$ cat config.mk
export PLATFORM = sky130hd
export DESIGN_NAME = rx_sm_flat
export DESIGN_NICKNAME = d
export VERILOG_FILES = /design/src/rtl/txrx_pkg.sv /design/src/rtl/rx_sm_if.sv /design/src/rtl/rx_byte_buf.sv /design/src/rtl/rx_sm.sv /design/src/flat_wrapper.sv
export SDC_FILE = /design/constraint.sdc
export NUM_CORES = 1
export LEC_CHECK = 0
export CAP_MARGIN = 0
export CORE_UTILIZATION = 55
export DETAILED_ROUTE_END_ITERATION = 10
export GPL_ROUTABILITY_DRIVEN = 0
export PLACE_DENSITY = 0.76
export REMOVE_ABC_BUFFERS = 1
export SYNTH_ARGS = -nofsm -noshare
export SYNTH_HDL_FRONTEND = slang
export SYNTH_SLANG_ARGS = --single-unit
$ cat constraint.sdc
create_clock -name clk -period 2.1 [get_ports clk]
set_input_delay 0.63 -clock clk [delete_from_list [all_inputs] [get_ports clk]]
set_output_delay 0.63 -clock clk [all_outputs]
set_load 0.02 [all_outputs]
$ cat src/rtl/txrx_pkg.sv
// Shared definitions for the synchronous TX-RX link.
// Contents:
//   TXRX_DATA_W  default bits per byte
//   TXRX_DEPTH   default bytes per frame (power of two, >= 2)
//   rx_state_e   receive controller state encoding
package txrx_pkg;

    localparam int unsigned TXRX_DATA_W = 8;
    localparam int unsigned TXRX_DEPTH  = 4;

    typedef enum logic [2:0] {
        RDY      = 3'd0,
        SHIFT    = 3'd1,
        STORE    = 3'd2,
        WAIT_LOW = 3'd3,
        FULL     = 3'd4
    } rx_state_e;

endpackage

$ cat src/rtl/rx_sm_if.sv
// Link/consumer bundle between the transmitter + local consumer and rx_sm.
// Signals:
//   tx_valid, tx_data   serial bit qualifier and LSB-first data bit
//   rx_ready            receiver can accept a new byte
//   byte_wr             one-cycle pulse per stored byte
//   wr_addr             next buffer slot to be written
//   rx_done             frame complete, held until clear
//   rd_addr, rd_data    consumer read port (combinational read)
//   clear               consumer acknowledge of a full frame
// Modports:
//   master  transmitter/consumer side
//   slave   receiver (rx_sm) side
interface rx_sm_if
    import txrx_pkg::*;
#(
    parameter int unsigned DATA_W = TXRX_DATA_W,
    parameter int unsigned DEPTH  = TXRX_DEPTH
) ();

    localparam int unsigned ADDR_W = $clog2(DEPTH);

    logic              tx_valid;
    logic              tx_data;
    logic              rx_ready;
    logic              byte_wr;
    logic [ADDR_W-1:0] wr_addr;
    logic              rx_done;
    logic [ADDR_W-1:0] rd_addr;
    logic [DATA_W-1:0] rd_data;
    logic              clear;

    modport master (
        output tx_valid,
        output tx_data,
        output rd_addr,
        output clear,
        input  rx_ready,
        input  byte_wr,
        input  wr_addr,
        input  rx_done,
        input  rd_data
    );

    modport slave (
        input  tx_valid,
        input  tx_data,
        input  rd_addr,
        input  clear,
        output rx_ready,
        output byte_wr,
        output wr_addr,
        output rx_done,
        output rd_data
    );

endinterface

$ cat src/rtl/rx_byte_buf.sv
// DEPTH x DATA_W register file holding one received frame.
// Ports:
//   clk, rst   rising-edge clock, synchronous active-high reset (clears all slots)
//   we         write enable
//   waddr      write slot
//   wdata      write byte
//   raddr      read slot
//   rdata      buffer[raddr], combinational; returns old contents during a write
module rx_byte_buf
    import txrx_pkg::*;
#(
    parameter int unsigned DATA_W = TXRX_DATA_W,
    parameter int unsigned DEPTH  = TXRX_DEPTH,
    parameter int unsigned ADDR_W = $clog2(DEPTH)
) (
    input  logic              clk,
    input  logic              rst,
    input  logic              we,
    input  logic [ADDR_W-1:0] waddr,
    input  logic [DATA_W-1:0] wdata,
    input  logic [ADDR_W-1:0] raddr,
    output logic [DATA_W-1:0] rdata
);

    logic [DATA_W-1:0] mem_q [DEPTH];
    logic [DATA_W-1:0] mem_d [DEPTH];

    // Next contents: single-slot update on write.
    always_comb begin
        mem_d = mem_q;
        if (we) begin
            mem_d[waddr] = wdata;
        end
    end

    always_ff @(posedge clk) begin
        if (rst) begin
            mem_q <= '{default: '0};
        end else begin
            mem_q <= mem_d;
        end
    end

    assign rdata = mem_q[raddr];

endmodule

$ cat src/rtl/rx_sm.sv
// Receive-side controller of the synchronous TX-RX link.
// Deserialises LSB-first bits qualified by tx_valid, stores each byte in a
// DEPTH-entry buffer and raises rx_done once a whole frame is held. The
// consumer reads the buffer and acknowledges with clear.
// Ports:
//   clk   rising-edge system clock
//   rst   synchronous active-high reset
//   bus   rx_sm_if.slave: tx_valid/tx_data in, rx_ready/byte_wr/wr_addr/rx_done
//         out, rd_addr/clear in, rd_data out (combinational)
module rx_sm
    import txrx_pkg::*;
#(
    parameter int unsigned DATA_W = TXRX_DATA_W,
    parameter int unsigned DEPTH  = TXRX_DEPTH
) (
    input  logic    clk,
    input  logic    rst,
    rx_sm_if.slave  bus
);

    localparam int unsigned ADDR_W = $clog2(DEPTH);
    localparam int unsigned CNT_W  = $clog2(DATA_W) + 1;

    rx_state_e         state_q,    state_d;
    logic [DATA_W-1:0] shreg_q,    shreg_d;
    logic [CNT_W-1:0]  cnt_q,      cnt_d;
    logic [ADDR_W-1:0] wr_addr_q,  wr_addr_d;
    logic              rx_ready_q, rx_ready_d;
    logic              byte_wr_q,  byte_wr_d;
    logic              rx_done_q,  rx_done_d;

    logic              buf_we;
    logic [DATA_W-1:0] shifted;
    logic              last_bit;

    // New bit enters at the MSB so that after DATA_W shifts bit 0 sits at the LSB.
    assign shifted  = {bus.tx_data, shreg_q[DATA_W-1:1]};
    assign last_bit = (cnt_q == CNT_W'(DATA_W - 1));

    // Next-state, datapath and registered-output decode.
    always_comb begin
        state_d   = state_q;
        shreg_d   = shreg_q;
        cnt_d     = cnt_q;
        wr_addr_d = wr_addr_q;
        buf_we    = 1'b0;

        case (state_q)
            RDY: begin
                if (bus.tx_valid) begin
                    shreg_d = shifted;
                    cnt_d   = CNT_W'(1);
                    state_d = (DATA_W == 1) ? STORE : SHIFT;
                end
            end

            SHIFT: begin
                // tx_valid low is a gap: everything holds.
                if (bus.tx_valid) begin
                    shreg_d = shifted;
                    cnt_d   = cnt_q + CNT_W'(1);
                    if (last_bit) begin
                        state_d = STORE;
                    end
                end
            end

            STORE: begin
                // Input is ignored here; this absorbs the transmitter's trailing beat.
                buf_we    = 1'b1;
                wr_addr_d = wr_addr_q + ADDR_W'(1);
                cnt_d     = '0;
                state_d   = WAIT_LOW;
            end

            WAIT_LOW: begin
                // wr_addr has already wrapped to 0 iff the stored slot was DEPTH-1.
                if (!bus.tx_valid) begin
                    state_d = (wr_addr_q == '0) ? FULL : RDY;
                end
            end

            FULL: begin
                if (bus.clear) begin
                    wr_addr_d = '0;
                    state_d   = RDY;
                end
            end

            default: begin
                state_d = RDY;
            end
        endcase

        rx_ready_d = (state_d == RDY);
        byte_wr_d  = (state_d == STORE);
        rx_done_d  = (state_d == FULL);
    end

    always_ff @(posedge clk) begin
        if (rst) begin
            state_q    <= RDY;
            shreg_q    <= '0;
            cnt_q      <= '0;
            wr_addr_q  <= '0;
            rx_ready_q <= 1'b1;
            byte_wr_q  <= 1'b0;
            rx_done_q  <= 1'b0;
        end else begin
            state_q    <= state_d;
            shreg_q    <= shreg_d;
            cnt_q      <= cnt_d;
            wr_addr_q  <= wr_addr_d;
            rx_ready_q <= rx_ready_d;
            byte_wr_q  <= byte_wr_d;
            rx_done_q  <= rx_done_d;
        end
    end

    rx_byte_buf #(
        .DATA_W (DATA_W),
        .DEPTH  (DEPTH),
        .ADDR_W (ADDR_W)
    ) u_buf (
        .clk   (clk),
        .rst   (rst),
        .we    (buf_we),
        .waddr (wr_addr_q),
        .wdata (shreg_q),
        .raddr (bus.rd_addr),
        .rdata (bus.rd_data)
    );

    assign bus.rx_ready = rx_ready_q;
    assign bus.byte_wr  = byte_wr_q;
    assign bus.wr_addr  = wr_addr_q;
    assign bus.rx_done  = rx_done_q;

endmodule
$ cat src/flat_wrapper.sv
// flat-port wrapper written by rule: the top's interface ports become plain ports
module rx_sm_flat import txrx_pkg::*;
#(
    parameter int unsigned DATA_W = TXRX_DATA_W,
    parameter int unsigned DEPTH  = TXRX_DEPTH
)
  (clk, rst, bus_tx_valid, bus_tx_data, bus_rd_addr, bus_clear, bus_rx_ready, bus_byte_wr, bus_wr_addr, bus_rx_done, bus_rd_data);
  rx_sm_if #(.DATA_W(DATA_W), .DEPTH(DEPTH)) bus_i ();
  input  logic clk;
  input  logic rst;
  input wire logic [$bits(bus_i.tx_valid)-1:0] bus_tx_valid;
  input wire logic [$bits(bus_i.tx_data)-1:0] bus_tx_data;
  input wire logic [$bits(bus_i.rd_addr)-1:0] bus_rd_addr;
  input wire logic [$bits(bus_i.clear)-1:0] bus_clear;
  output wire logic [$bits(bus_i.rx_ready)-1:0] bus_rx_ready;
  output wire logic [$bits(bus_i.byte_wr)-1:0] bus_byte_wr;
  output wire logic [$bits(bus_i.wr_addr)-1:0] bus_wr_addr;
  output wire logic [$bits(bus_i.rx_done)-1:0] bus_rx_done;
  output wire logic [$bits(bus_i.rd_data)-1:0] bus_rd_data;
  assign bus_i.tx_valid = bus_tx_valid;
  assign bus_i.tx_data = bus_tx_data;
  assign bus_i.rd_addr = bus_rd_addr;
  assign bus_i.clear = bus_clear;
  assign bus_rx_ready = bus_i.rx_ready;
  assign bus_byte_wr = bus_i.byte_wr;
  assign bus_wr_addr = bus_i.wr_addr;
  assign bus_rx_done = bus_i.rx_done;
  assign bus_rd_data = bus_i.rd_data;
  rx_sm #(.DATA_W(DATA_W), .DEPTH(DEPTH)) u_core (.clk(clk), .rst(rst), .bus(bus_i));
endmodule
======== Yosys cells after proc, flatten, opt, wreduce, memory -nomap -nowiden ========
Cells that the tools add are included.
word-level totals
  output and inout bits ................... 13
  input port bits ......................... 7
  word-level logic and storage cells ...... 57
  bits in registers ....................... 52
cells by class
  muxes and demuxes ....................... 19
  bitwise gates (word level) .............. 2
  reduce and logical (&&, ||, !) cells .... 10
  add/sub/neg operators ................... 2
  $lt $le $gt $ge ......................... 3
  eq/ne operators ......................... 10
operator list
  kind                 number
  $bwmux 32            1
  $mux 8               3
  $mux 3               6
  $bmux 8 s2           1
  $demux 8 s2          1
  $pmux 3 s5           1
  $pmux 4 s3           1
  $eq 3x2->1 const B   3
  $mux 4               2
  $eq 3x3->1 const B   2
  $ge 3x3->1 const B   2
  $logic_not 3->1      2
  $ne 2x2->1 const B   3
  $not 2->3            2
  $add 4x1->4 const B  1
  $eq 4x3->1 const B   1
  $pmux 2 s2           1
  $reduce_and 2->1     2
  $eq 3x1->1 const B   1
  $lt 3x1->1 const B   1
  $reduce_and 3->1     1
  $reduce_bool 3->1    1
  $add 2x1->2 const B  1
  $logic_not 2->1      1
  other kinds (5)      5

======== Longest topological paths before layout ========
  word-level depth ........................ 6
  depth in mapped cells ................... 6
  mapped depth without buffers ............ 5

======== Modules after synthesis ========
Synthesis repeated with hierarchy kept, for this count alone.
second synthesis, totals
  cell total of the unflattened synthesis .. 235
  area total of the unflattened synthesis .. 2,429.8 um^2
by module, submodules not included
  module       sequential area each (um^2)  area an instance (um^2)  cells an instance  instances
  rx_byte_buf  640.6                        1,467.7                  125                1
  rx_sm        400.4                        962.2                    110                1

======== Least setup slack after synthesis ========
Ideal clock, no wire load.
  path kind ............................... input to output
  start point ............................. in bus_rd_addr[1]
  end point ............................... out bus_rd_data[0]
  arrival time ............................ 1,448 ps
  setup slack ............................. 22 ps
  required time ........................... 1,470 ps
  buffers on the path ..................... 1
  cell stages on the path ................. 2
  path through ............................ buf_2 -> mux4_2
on the way
  word-level cells in the longest chain between the ends .. 4
ends and longest elaborated chain
  element                                    RTL line            source
  from (decl)                                flat_wrapper.sv:13  input wire logic [$bits(bus_i.rd_addr)-1:0] bus_rd_addr;
  $not 2->3 (implied by the code)            rx_byte_buf.sv:44   assign rdata = mem_q[raddr];
  $bmux 8 s2                                 rx_byte_buf.sv:44
  $mux 8 (implied by the code) (2 in a row)  rx_byte_buf.sv:44
  to (decl)                                  flat_wrapper.sv:19  output wire logic [$bits(bus_i.rd_data)-1:0] bus_rd_data;
Every way passes these cells. The select of a mux whose other input is x is not followed.

======== Final worst setup path ========
Ends and elaborated chain as after synthesis.

==> summary.md <==
| Metric | Value |
|---|---|
| Most frequent cells in the layout | dfxtp_1, nor2_1, mux2i_1 |
| Pwr dens | 666 mW/mm² |
| CTS Buf Count | 5 |
| Worst path slowest cell | mux4_2 |
| Max incr delay on CP | 520 ps |
| Initial antenna violation count | 0 |
| Clock transition at path regs | 90 ps |
| FMAX | 0.487 GHz |
| Status | complete, no violations |
| Reg2Reg Depth | 5 |
| Seq/Total Area, Yosys | 43.4% |
| Hold/Removal Path Class | register to register |
| WL per Instance | 15.2 µm |
| Clk buf depth | 2 |
| Hold Slack | 496 ps |
| Post-synthesis compound-gate area fraction | 5.95% |
| Warnings from Yosys | 0 |
| Mux contribution to synthesized area | 25.5% |
| Via count | 1,673 |
| Ys async rst share | 0% |
| Distinct cells, synth | 37 |
| Port buffer count | 19 |
| FILL cells | 340 |
| Largest net degree at the start of global routing | 38 |
| Adder-cell share of the synthesized area | 2.61% |
| Synthesized netlist cell count | 230 |
| Kind of critical path | primary input to output port |
| Final #Nets | 256 |
| Synth Area in XOR/XNOR | 0% |
| Vias in the first global route | 1,509 |
| Htree depth | 2 |
| Setup WS pre-CTS | -877 ps |
| Cell Rows | 23 |
| Post-route cell area | 0.00270 mm² |
| Worst Setup SP | bus_rd_addr[1] |
| Setup Skew | 9.00 ps |
| Setup crit end | bus_rd_data[0] |
| Final min period | 2050 ps |
| CP endpoint kind | output port |
| LEAKAGE | 0.000976 µW |
| Die span in x | 68.0 µm |
| Critical path depth in cells | 3 |
| Die area | 0.00462 mm² |
| Die Height | 68.0 µm |
| Simple-Gate Fraction of Synth Area | 16.2% |
| Multi-input logic area | 0.00121 mm² |
| Fin crit share | 97.8% |
| RSZ-0062 raised after global routing | false |
| Max-slew headroom | 58.2% |
| Post-Syn Area | 0.00240 mm² |
| DRT Wirelength | 4.48 mm |
| Total gr overflow | 0 |
| Ant. Diodes | 0 |
| Final Hold Vio Count | 0 |
| Clock sinks | 52 |
| Crit path buf inv count | 2 |
| Gr usage total | 22.5% |
| Global-route wire length before repair | 7.62 mm |
| Worst Max-Slew Pin Slew | 626 ps |
| Initial DRC Count | 107 |
| Avg Inst Size Synth | 10.4 µm² |
| Root Buffer | clkbuf_8 |
| Commonest non-fill, non-tap cell in the layout | dfxtp_1 |
| Worst-Skew Late Latency | 310 ps |
| I/O pins | 20 |
| Seq. cell area | 0.00104 mm² |
| Reported max-cap violation count | 0 |
| Final Setup Violations | 0 |
| Setup ws final | 45.3 ps |
| DP HPWL | 2.93 mm |
| CP Cell Sequence | buf_8 > mux4_2 > buf_6 |
| Worst IR Drop VDD | 0.335 mV |
| Pre-antenna DRT Iters | 4 |
| Via/cell ratio | 5.67 |
| Arrival time worst endpoint | 1420 ps |
| Largest family of logic cells by synthesized area | multiplexers |
| Synthesized flop and latch total | 52 |
| Layout cells sized above 1 | 17.1% |
| Synthesis-to-layout area growth | 12.6% |
| Placed Area | 0.00259 mm² |
| Initial Util | 58.6% |
| Delay-heaviest family, CP | multiplexers |
| Final TNS setup | 0 ps |
| Slew Viols, Final | 0 |
| Reg2reg end | u_core.u_buf.mem_q[26] |
| Core Area | 0.00409 mm² |
| Worst Path Max Fanout | 8 |
| CP startpoint kind | primary input |
| CTS tree | built |
| Critical path data required time | 1470 ps |
| Setup slack, reg-to-reg | 490 ps |
| Residual DRC count | 0 |
| Post-synth EDFFs | 0 |
| Post-route ant nets | 0 |
| R2R Path Start | u_core.bus.wr_addr[0] |
| Ys flop type | dfxtp_1 |
## flip-flops by register name, summed over array words and instances, names as in the netlist
register,cells
u_core.bus.byte_wr,1
u_core.bus.rx_done,1
u_core.bus.rx_ready,1
u_core.bus.wr_addr,2
u_core.cnt_q,4
u_core.shreg_q,8
u_core.state_q,3
u_core.u_buf.mem_q,32
## routing by layer
layer | up-vias | track usage [%] | part of all wire [%]
met4 | 0 | 9.64 | 0.60
met5 | - | 0 | 0
li1 | 829 | - | -
met1 | 817 | 32.0 | 52
met2 | 25 | 33.1 | 44
met3 | 2 | 4.17 | 2.9
## power by group
group	switching (µW)	internal [µW]
clock	336	361
sequential	12.0	993
combinational	50.3	45.4
total	398	1400
## synth_stat cells (2+ instances only)
library cell | count | area share, %
dfxtp_1 | 52 | 43
nor2_1 | 46 | 7.2
mux2i_1 | 43 | 18
buf_2 | 8 | 1.7
mux4_2 | 8 | 7.5
a21oi_1 | 7 | 1.5
buf_6 | 6 | 2.8
nand2b_1 | 6 | 1.6
o21ai_0 | 6 | 1.3
ha_1 | 5 | 2.6
nor2b_1 | 5 | 1.3
and4bb_2 | 4 | 2.1
clkbuf_1 | 4 | 0.63
inv_1 | 4 | 0.63
nand3_1 | 2 | 0.42
nor3_1 | 2 | 0.42
nor4_1 | 2 | 0.52
## repair_timing
action | CTS | global route
buffers inserted | 1 | 0
resized for setup | 57 | 1
hold endpoints to repair | 0 | 0
hold buffers | 0 | 0
setup endpoints to repair | 8 | 7
## worst min-delay path by stage
stage / startpoint / end / cells after the start
finish: u_core.u_buf.mem_q[19] / u_core.u_buf.mem_q[19] / 2
global route: u_core.u_buf.mem_q[4] / u_core.u_buf.mem_q[4] / 2
CTS: u_core.u_buf.mem_q[4] / u_core.u_buf.mem_q[4] / 2
detailed placement: u_core.u_buf.mem_q[30] / u_core.u_buf.mem_q[30] / 2
global placement: u_core.u_buf.mem_q[19] / u_core.u_buf.mem_q[19] / 2
floorplan: u_core.u_buf.mem_q[14] / u_core.u_buf.mem_q[14] / 2
## worst register-to-register path, stage by stage, from the launching register on
cell and delay (ps):
dfxtp_1 370, inv_1 140, ha_1 210, and4bb_2 480, mux2i_1 250, nor2_1 50
## layout make-up
type                            count  area share [%]
Tap cell                           50            2.32
Clock buffer                        5            2.55
Inverter                            4           0.556
Clock inverter                      3            1.72
Timing Repair Buffer               27            9.46
Sequential cell                    52            38.6
Multi-Input combinational cell    154            44.8
## cell families (layout without fill, tap and decap cells)
kind of cell	Yosys count	after routing
and+or+nand+nor	76	76
DFF	52	52
muxes	51	51
buffers and inverters	24	39
AOI/OAI and AO/OA	22	22
adders and majority gates	5	5
## through the flow
| stage | instances | total power (µW) | utilization (%) |
|---|---|---|---|
| after global routing | 295 | 1870 | 66.0 |
| after global placement | 287 | 1130 | 63.3 |
| after detailed placement | 287 | 1130 | 63.3 |
| after floorplan | 210 | 1070 | - |
| after CTS | 296 | 1820 | 66.4 |
| final | 295 | 1800 | 66.0 |
(Power assumes the default switching activity.)
